[config.mk]
export PLATFORM = sky130hd
export DESIGN_NAME = video_colour_mode_pipe
export DESIGN_NICKNAME = d
export VERILOG_FILES = /design/src/rtl/video_colour_mode_pipe.sv
export SDC_FILE = /design/constraint.sdc
export NUM_CORES = 1
export LEC_CHECK = 0
export ABC_AREA = 1
export CAP_MARGIN = 10
export CORE_MARGIN = 10
export CORE_UTILIZATION = 55
export DETAILED_ROUTE_END_ITERATION = 6
export GPL_ROUTABILITY_DRIVEN = 0
export PLACE_DENSITY_LB_ADDON = 0.12
export SKIP_CTS_REPAIR_TIMING = 1
export SLEW_MARGIN = 30
export SYNTH_ARGS = -nofsm -noshare
export SYNTH_HDL_FRONTEND = slang
export SYNTH_SLANG_ARGS = --single-unit
[constraint.sdc]
create_clock -name sysclk -period 9.2 [get_ports sysclk]
set_input_delay 1.84 -clock sysclk [delete_from_list [all_inputs] [get_ports sysclk]]
set_output_delay 1.84 -clock sysclk [all_outputs]
set_load 0.05 [all_outputs]
[src/rtl/video_colour_mode_pipe.sv]
// Two-stage colour-mode pipeline between the core RGB/sync outputs and the scandoubler.
// Luminance-based grey/green/amber modes, blanking override, and mode switching on frame edges.
module video_colour_mode_pipe #(
    parameter int CW            = 3,
    parameter bit SYNC_ON_VSYNC = 1'b1
) (
    input  logic          sysclk,
    input  logic          rst_n,
    input  logic          pixel_en,
    input  logic [2:0]    mode_req,
    input  logic          blank,
    input  logic [CW-1:0] ri,
    input  logic [CW-1:0] gi,
    input  logic [CW-1:0] bi,
    input  logic          hsync_n_i,
    input  logic          vsync_n_i,
    input  logic          csync_n_i,
    output logic [CW-1:0] ro,
    output logic [CW-1:0] go,
    output logic [CW-1:0] bo,
    output logic          hsync_n_o,
    output logic          vsync_n_o,
    output logic          csync_n_o,
    output logic [2:0]    mode_act
);

    localparam int YW = CW + 4;

    localparam logic [2:0] MODE_COLOUR = 3'd0;
    localparam logic [2:0] MODE_GREY   = 3'd1;
    localparam logic [2:0] MODE_GREEN  = 3'd2;
    localparam logic [2:0] MODE_AMBER  = 3'd3;

    function automatic logic [2:0] norm_mode(input logic [2:0] m);
        return (m > MODE_AMBER) ? MODE_COLOUR : m;
    endfunction

    // Weights sum to 16, so all-ones inputs give exactly 16*max and fit in CW+4 bits.
    function automatic logic [YW-1:0] luma_sum(input logic [CW-1:0] r,
                                               input logic [CW-1:0] g,
                                               input logic [CW-1:0] b);
        logic [YW-1:0] rr, gg, bb;
        rr = YW'(r);
        gg = YW'(g);
        bb = YW'(b);
        return rr * YW'(5) + gg * YW'(9) + bb * YW'(2);
    endfunction

    function automatic logic [CW-1:0] luma_round(input logic [YW-1:0] s);
        return CW'((s + YW'(8)) >> 4);
    endfunction

    logic [CW-1:0] r_p1, g_p1, b_p1;
    logic [YW-1:0] ysum_p1;
    logic          blank_p1, hs_p1, vs_p1, cs_p1;
    logic [2:0]    mode_p1;
    logic          vs_prev, vs_armed, frame_edge;
    logic [CW-1:0] y, r_map, g_map, b_map;

    // Edge needs a high sample since reset, so vsync held low through reset is ignored.
    assign frame_edge = pixel_en && !vsync_n_i && vs_prev && vs_armed;

    always_ff @(posedge sysclk) begin
        if (!rst_n) begin
            mode_act <= MODE_COLOUR;
            vs_prev  <= 1'b1;
            vs_armed <= 1'b0;
        end else if (pixel_en) begin
            vs_prev <= vsync_n_i;
            if (vsync_n_i)
                vs_armed <= 1'b1;
            if (!SYNC_ON_VSYNC || frame_edge)
                mode_act <= norm_mode(mode_req);
        end
    end

    // Stage 1: luminance sum, pixel, blank, syncs and the mode in force for this pixel
    always_ff @(posedge sysclk) begin
        if (!rst_n) begin
            r_p1     <= '0;
            g_p1     <= '0;
            b_p1     <= '0;
            ysum_p1  <= '0;
            blank_p1 <= 1'b0;
            hs_p1    <= 1'b1;
            vs_p1    <= 1'b1;
            cs_p1    <= 1'b1;
            mode_p1  <= MODE_COLOUR;
        end else if (pixel_en) begin
            r_p1     <= ri;
            g_p1     <= gi;
            b_p1     <= bi;
            ysum_p1  <= luma_sum(ri, gi, bi);
            blank_p1 <= blank;
            hs_p1    <= hsync_n_i;
            vs_p1    <= vsync_n_i;
            cs_p1    <= csync_n_i;
            mode_p1  <= mode_act;
        end
    end

    assign y = luma_round(ysum_p1);

    always_comb begin
        r_map = r_p1;
        g_map = g_p1;
        b_map = b_p1;
        case (mode_p1)
            MODE_GREY: begin
                r_map = y;
                g_map = y;
                b_map = y;
            end
            MODE_GREEN: begin
                r_map = '0;
                g_map = y;
                b_map = '0;
            end
            MODE_AMBER: begin
                r_map = y;
                g_map = y - (y >> 2);
                b_map = '0;
            end
            default: ;
        endcase
        if (blank_p1) begin
            r_map = '0;
            g_map = '0;
            b_map = '0;
        end
    end

    // Stage 2: mapped colour and delayed syncs
    always_ff @(posedge sysclk) begin
        if (!rst_n) begin
            ro        <= '0;
            go        <= '0;
            bo        <= '0;
            hsync_n_o <= 1'b1;
            vsync_n_o <= 1'b1;
            csync_n_o <= 1'b1;
        end else if (pixel_en) begin
            ro        <= r_map;
            go        <= g_map;
            bo        <= b_map;
            hsync_n_o <= hs_p1;
            vsync_n_o <= vs_p1;
            csync_n_o <= cs_p1;
        end
    end

endmodule

# Word level (Yosys, flattened, before mapping)
# Index checks and enable logic that the tools add are counted.
[totals] inputBits=19 word_cells=43 register_bits=39
[op_classes] n_addsub=4 n_lt_le_gt_ge=1 n_mul=2 n_reduce_logical=9 n_mux=7 n_eq_ne=3
[ops] cell="3-bit case mux with 2 select lines" count=3
[ops] cell="3-bit 2-to-1 mux" count=4
[ops] cell="6-bit by 7-bit adder with 7-bit output" count=1
[ops] cell="7-bit by 4-bit adder with 7-bit output" count=1
[ops] cell="7-bit by 4-bit adder with 7-bit output, second input constant" count=1
[ops] cell="3-bit by 4-bit multiplier with 7-bit output, second input constant" count=1
[ops] cell="3-bit by 2-bit equality test with 1-bit output, second input constant" count=2
[ops] cell="3-bit by 3-bit multiplier with 6-bit output, second input constant" count=1
[ops] cell="2-bit OR reduction" count=3
[ops] cell="2-bit AND reduction" count=2
[ops] cell="3-bit by 1-bit equality test with 1-bit output, second input constant" count=1
[ops] cell="3-bit by 2-bit greater-than comparator with 1-bit output, second input constant" count=1
[ops] cell="1-bit logical AND" count=3
[ops] cell="3-bit by 1-bit subtractor with 3-bit output" count=1
[ops] cell="1-bit logical NOT" count=1

# Depth between registers and ports, before layout
# Gate-level depths: netlist of the first run.
[depth] depth_word=5 mapped_depth=15 depth_no_buf=15

# Least setup slack after synthesis of the first run
# No wires, ideal clock.
[synth_path] kind="in2reg" start="in ri[0]" end="reg ysum_p1[6]" path_stages=15 setup_slack_ns=4.865 t_arrival_ns=4.226 setup_time_ns=0.109 t_required_ns=9.091 n_path_buf=0 path_cell_list="ha_1 > ha_1 > inv_1 > fa_1 > inv_1 > fa_1 > fa_1 > nand2_1 > nand2_1 > a21oi_1 > nor2_1 > nor2_1 > nand2_1 > nand2_1 > inv_1"
[synth_between] elab_chain_len=3
[synth_rtl] item="start: declaration" line="12" text="input logic [CW-1:0] ri,"
[synth_rtl] item="3-bit by 3-bit multiplier with 6-bit output" line="46" text="return rr * YW'(5) + gg * YW'(9) + bb * YW'(2);"
[synth_rtl] item="6-bit by 7-bit adder with 7-bit output" line="46"
[synth_rtl] item="7-bit by 4-bit adder with 7-bit output" line="46"
[synth_rtl] item="end signal: assignment" line="93" text="ysum_p1 <= luma_sum(ri, gi, bi);"
[synth_rtl] item="end: declaration" line="54" text="logic [YW-1:0] ysum_p1;"
# Every way passes these cells.
# A chain may end at the register's enable or synchronous reset.

# Final worst setup path of the first run
[layout_path] start="in ri[2]" end="reg ysum_p1[6]"
# The elaborated chain is that of the path after synthesis.

==> results_dict.tcl, run 1 <==
set metrics [dict create \
    vdd_ir_drop_max_mv 0.101 \
    ys_warn_count 0 \
    yosysSeqAreaShare_pct 39.1 \
    start_util_pct 59.0 \
    wl_per_cell_um 12.2 \
    crit_path_end_kind "flip-flop" \
    grtUsageTotal_pct 13.9 \
    final_area_sq_um 2270 \
    remaining_drc_errors 0 \
    firstDrtPassIters 4 \
    power_leakage_nw 1.02 \
    p_int_w 0.000264 \
    port_buffers 33 \
    finalSetupTns_ps 0 \
    ys_seq_elements 36 \
    hpwl_um 2990 \
    hold_class "flip-flop to flip-flop" \
    cap_violations 0 \
    period_share_pct 50.0 \
    ios 34 \
    cts_tree "done" \
    p_comb_share_pct 26.0 \
    wirelength_um 3910 \
    seqPwrFrac_pct 45.5 \
    dp_cells 313 \
    ctsRootBufferMaster "clkbuf_4" \
    diodes 0 \
    antenna_found_initial 0 \
    route.antenna.remaining_nets 0 \
    clk_latency_ps 340 \
    grt_max_degree 42 \
    synth_nets 283 \
    slew_violations 0 \
    final_nets 315 \
    finalHoldViolCount 0 \
    multi_input_area_sq_um 973 \
    clock_skew_ps 9.14 \
    die_area_sq_um 6070 \
    clkPwrFrac_pct 28.6 \
    netlist.area_leader.share_pct 39.1 \
    p_sw_share_pct 30.8 \
    power_density_nw_per_um2 168 \
    yosys-top-cells-area "dfxtp_1 39%, nand2_1 11%, ha_1 10%" \
    grt_overflow 0 \
    dp_slack_ps 4240 \
    die_w_um 77.9 \
    cts_buffers 5 \
    cts_sinks 36 \
    drive_above_1_share_pct 6.14 \
    num_vias 1597 \
    arrival_ps 4840 \
    placed_area_sq_um 2200 \
    path_class "input pin to flip-flop" \
    h-tree-depth 2 \
    regArea_sq_um 721 \
    syn_area_sq_um 1840 \
    grt_pass1_vias 1637 \
    fmax_mhz 218 \
    power_switching_w 0.000117 \
    synth_top_cell_by_area "dfxtp_1" \
    clk_path_buf_depth 2 \
    worst_ep_required_time_ps 9440 \
    cp_max_fo 3 \
    synth_cells 244 \
    drtIter0Drc 87 \
    worstMarginPinSlew_ps 662 \
    avgViaCountPerCell 4.98 \
    die_h_um 77.9 \
    layout_setup_ws_ps 4600 \
    fin_crit_ps 4600 \
    power_w 0.000381 \
    syn2layout_area_growth_pct 23.2 \
    finalSetupViolCount 0 \
    outcome "complete, no violations" \
    grt_setup_unrepaired "no" \
    syn_area_per_cell_sq_um 7.56 \
    clkTransAtPathRegs_ps 110 \
    ys_types 25 \
    coreArea_sq_um 3130 \
    start_kind "input pin" \
    rows 20 \
    finalNonFillerCells 321 \
    relSlewSlack_pct 55.7 \
    grt_first_pass_wirelength_um 7090 \
    fill_cells 264 \
]
Yosys cell counts:
cell,n
nand2_2,1
xnor2_1,1
nand4_1,1
ha_1,15
fa_1,5
inv_1,27
nor2_1,21
a21oi_2,1
nor3_1,1
nor2_2,2
o21ai_0,14
nand3_1,14
o21ai_1,4
buf_1,1
a21oi_1,25
dfxtp_1,36
nand2_4,1
nand2_1,55
xor2_1,1
inv_2,4
buf_2,3
clkbuf_1,4
and3_1,1
nor3_2,1
o22ai_1,5
area by class of cell:
cell class	instances	share of cell area (%)
multi-input cells	169	42.8
clock inverters	2	1.54
well taps	44	2.42
clock buffers	6	1.82
repair buffers	33	14.5
flip-flops and latches	36	31.7
inverters	31	5.12
cell families after synthesis:
family / share of synthesized area, %
buffers and inverters: 8.14
and+or+nand+nor: 22.4
AOI/OAI and AO/OA: 13.8
xor gates and xnor gates: 0.950
adders and majority gates: 15.6
DFF: 39.1
critical path, cell delays in order:
cell and delay (ps):
clkdlybuf4s50_1 450, ha_1 300, ha_1 140, inv_1 50, fa_1 470, inv_1 50
fa_1 500, fa_1 470, nand2_1 70, nand2_1 50, a21oi_1 160, nor2_1 60
nor2_1 80, nand2_1 60, nand2_1 60, inv_1 40
power by group through the flow:
stage / clock network, W / logic (W) / registers, W
global route: 0.000117 / 0.000116 / 0.000174
floorplan: 0 / 0.0000618 / 0.000185
finish: 0.000109 / 0.0000988 / 0.000173
CTS: 0.000110 / 0.000100 / 0.000173
detailed placement: 0 / 0.0000995 / 0.000176
global placement: 0 / 0.0000983 / 0.000176
placed cells by master, fill, tap and decap left out:
cell	Yosys	routed
xor2_1	1	1
a21oi_2	1	1
clkdlybuf4s50_1	0	33
nand3_1	14	14
o22ai_1	5	5
dfxtp_1	36	36
bufinv_16	0	1
clkinv_2	0	1
nor3_1	1	1
a21oi_1	25	25
clkbuf_1	4	1
nor2_2	2	2
nand4_1	1	1
nor2_1	21	21
nand2_4	1	1
o21ai_1	4	4
xnor2_1	1	1
nand2_2	1	1
clkbuf_4	0	5
o21ai_0	14	14
inv_2	4	4
fa_1	5	5
ha_1	15	15
nor3_2	1	1
and3_1	1	1
nand2_1	55	55
inv_1	27	27
sequential cells by signal, indices dropped and copies added (netlist names):
register	cells
mode_p1	3
ro	3
bo	3
r_p1	3
vs_armed	1
cs_p1	1
vs_p1	1
hs_p1	1
mode_act	3
vsync_n_o	1
go	3
ysum_p1	4
csync_n_o	1
g_p1	3
b_p1	3
blank_p1	1
hsync_n_o	1
worst paths after layout:
path,start,end,slack [ps],cells past startpoint
worst min register to register,mode_act[2],mode_act[2],460,2
worst min-delay path,mode_act[2],mode_act[2],460,2
worst max-delay path,ri[2],ysum_p1[6],4600,16
worst max register to register,ysum_p1[3],go[2],7440,9
layer usage:
layer	vias up	share of wire, %	wire [um]	GRT usage [%]
li1	849	-	-	-
met1	708	44	1720	15.9
met2	33	49	1920	23.5
met3	7	5.7	224	4.72
met4	0	1.4	54	5.02
met5	-	0	0	0
stage by stage:
stage                     utilization (%)  hold WS (ps)
after CTS                            72.6           464
after global placement               70.2           442
after global routing                 72.6           487
after detailed placement             70.2           445
final                                72.6           463
after floorplan                         -           429
No activity file was read; power rests on OpenSTA's default activity.
==> inputs of run 2 (changes only) <==
--- a/config.mk
+++ b/config.mk
@@ -8,7 +8,7 @@
 export ABC_AREA = 1
 export CAP_MARGIN = 10
 export CORE_MARGIN = 10
-export CORE_UTILIZATION = 55
+export CORE_UTILIZATION = 47
 export DETAILED_ROUTE_END_ITERATION = 6
 export GPL_ROUTABILITY_DRIVEN = 0
 export PLACE_DENSITY_LB_ADDON = 0.12
==> constraint.sdc (replaced) <==
create_clock -name sysclk -period 3.7 [get_ports sysclk]
set_input_delay 0.74 -clock sysclk [delete_from_list [all_inputs] [get_ports sysclk]]
set_output_delay 0.74 -clock sysclk [all_outputs]
set_load 0.05 [all_outputs]
==> results_dict.tcl, run 2 (synthesized netlist as in run 1, its figures left out) <==
set metrics [dict create \
    antenna_found_initial 0 \
    finalNonFillerCells 333 \
    vdd_ir_drop_max_mv 0.267 \
    hpwl_um 3110 \
    die_w_um 82.6 \
    finalHoldViolCount 0 \
    cp_max_fo 2 \
    fill_cells 352 \
    crit_top_cell "nand2_1" \
    largest_register_ffs 4 \
    dp_slack_ps -110 \
    clk_path_buf_depth 2 \
    power_density_nw_per_um2 438 \
    outcome "complete, no violations" \
    route.antenna.remaining_nets 0 \
    final_common_cell "nand2_1" \
    ios 34 \
    top_register "ysum_p1" \
    layout_setup_ws_ps 215 \
    finalSetupViolCount 0 \
    crit_family "adder cells" \
    diodes 0 \
    avgViaCountPerCell 4.97 \
    path_buf_inv 2 \
    critical_path.max_stage_delay_ps 460 \
    cts_tree "done" \
    worstMarginPinSlew_ps 629 \
    num_vias 1654 \
    relSlewSlack_pct 58.0 \
    grt_overflow 0 \
    finalSetupTns_ps 0 \
    die_h_um 82.6 \
    grt_pass1_vias 1656 \
    grt_first_pass_wirelength_um 7120 \
    firstDrtPassIters 4 \
    dp_cells 325 \
    clkTransAtPathRegs_ps 70 \
    hold_class "flip-flop to flip-flop" \
    worst_ep_required_time_ps 3890 \
    grtUsageTotal_pct 13.0 \
    fmax_mhz 287 \
    coreArea_sq_um 3720 \
    clock_skew_ps 4.18 \
    syn2layout_area_growth_pct 28.6 \
    drive_above_1_share_pct 9.12 \
    remaining_drc_errors 0 \
    cts_buffers 5 \
    start_kind "input pin" \
    wl_per_cell_um 12.3 \
    power_leakage_nw 1.07 \
    wirelength_um 4090 \
    drtIter0Drc 95 \
    crit_path_end_kind "flip-flop" \
    clk_latency_ps 290 \
    cap_violations 0 \
    crit_chain "clkdlybuf4s50_1 -> ha_1 -> ha_1 -> ha_1 -> fa_1 -> and3_1 -> fa_1 -> nand2_1 -> nand2_1 -> a21oi_1 -> nor2_1 -> nor2_1 -> nand2_1 -> nand2_1 -> inv_1" \
    h-tree-depth 2 \
    arrival_ps 3680 \
    fin_crit_ps 3490 \
    final_nets 323 \
    slew_violations 0 \
    start_util_pct 49.6 \
    port_buffers 33 \
    period_share_pct 94.2 \
    cts_sinks 36 \
    timing.hold.ws_ps 457 \
    mostFrequentLayoutCells "55 x nand2_1, 36 x dfxtp_1, 33 x clkdlybuf4s50_1" \
    die_area_sq_um 6830 \
    grt_setup_unrepaired "no" \
    rows 22 \
    path_class "input pin to flip-flop" \
    grt_max_degree 42 \
    slowest_stage "fa_1" \
    ctsRootBufferMaster "clkbuf_8" \
]
[run 2: metrics by stage]
step	instance area, sq um	total power, W	util [%]
2_1_floorplan	1840	0.000613	-
3_3_place_gp	2260	0.000696	60.8
3_5_place_dp	2260	0.000702	60.8
4_1_cts	2370	0.00105	63.8
5_1_grt	2370	0.00110	63.8
6_report	2370	0.00104	63.8
[run 2: layout make-up]
| class | instances | area (sq um) | share of cell area [%] |
|---|---|---|---|
| Timing Repair Buffer | 41 | 390 | 16.5 |
| Clock buffer | 5 | 68.8 | 2.90 |
| Multi-Input combinational cell | 169 | 973 | 41.0 |
| Tap cell | 48 | 60.1 | 2.53 |
| Inverter | 31 | 116 | 4.91 |
| Clock inverter | 3 | 42.5 | 1.79 |
| Sequential cell | 36 | 721 | 30.4 |
[run 2: worst register-to-register path, delay by kind of cell, from the launching register on]
family	cells	cell delay, ps
flip-flops	1	410
buffers and inverters	2	190
adder cells (fa/ha/maj)	3	570
AND/OR/NAND/NOR	3	320
AO/OA/AOI/OAI	2	210
[run 2: worst paths after layout]
kind	start	to	slack, ps	cells past startpoint
worst max-delay path	ri[0]	ysum_p1[6]	210	15
worst max register to register	ysum_p1[4]	go[2]	1940	10
worst min-delay path	mode_act[2]	mode_act[2]	460	2
worst min register to register	mode_act[2]	mode_act[2]	460	2
[run 2: layer usage]
metal | wire [um] | GRT usage [%]
met1 | 1880 | 15.6
met2 | 1840 | 21.1
met3 | 319 | 5.08
met4 | 48 | 3.51
met5 | 0 | 0
[run 2: power by group]
group	switching, W	internal, W	leakage (nW)
clock network	0.000148	0.000199	0.0541
logic	0.000151	0.000109	0.724
registers	0.0000170	0.000414	0.297
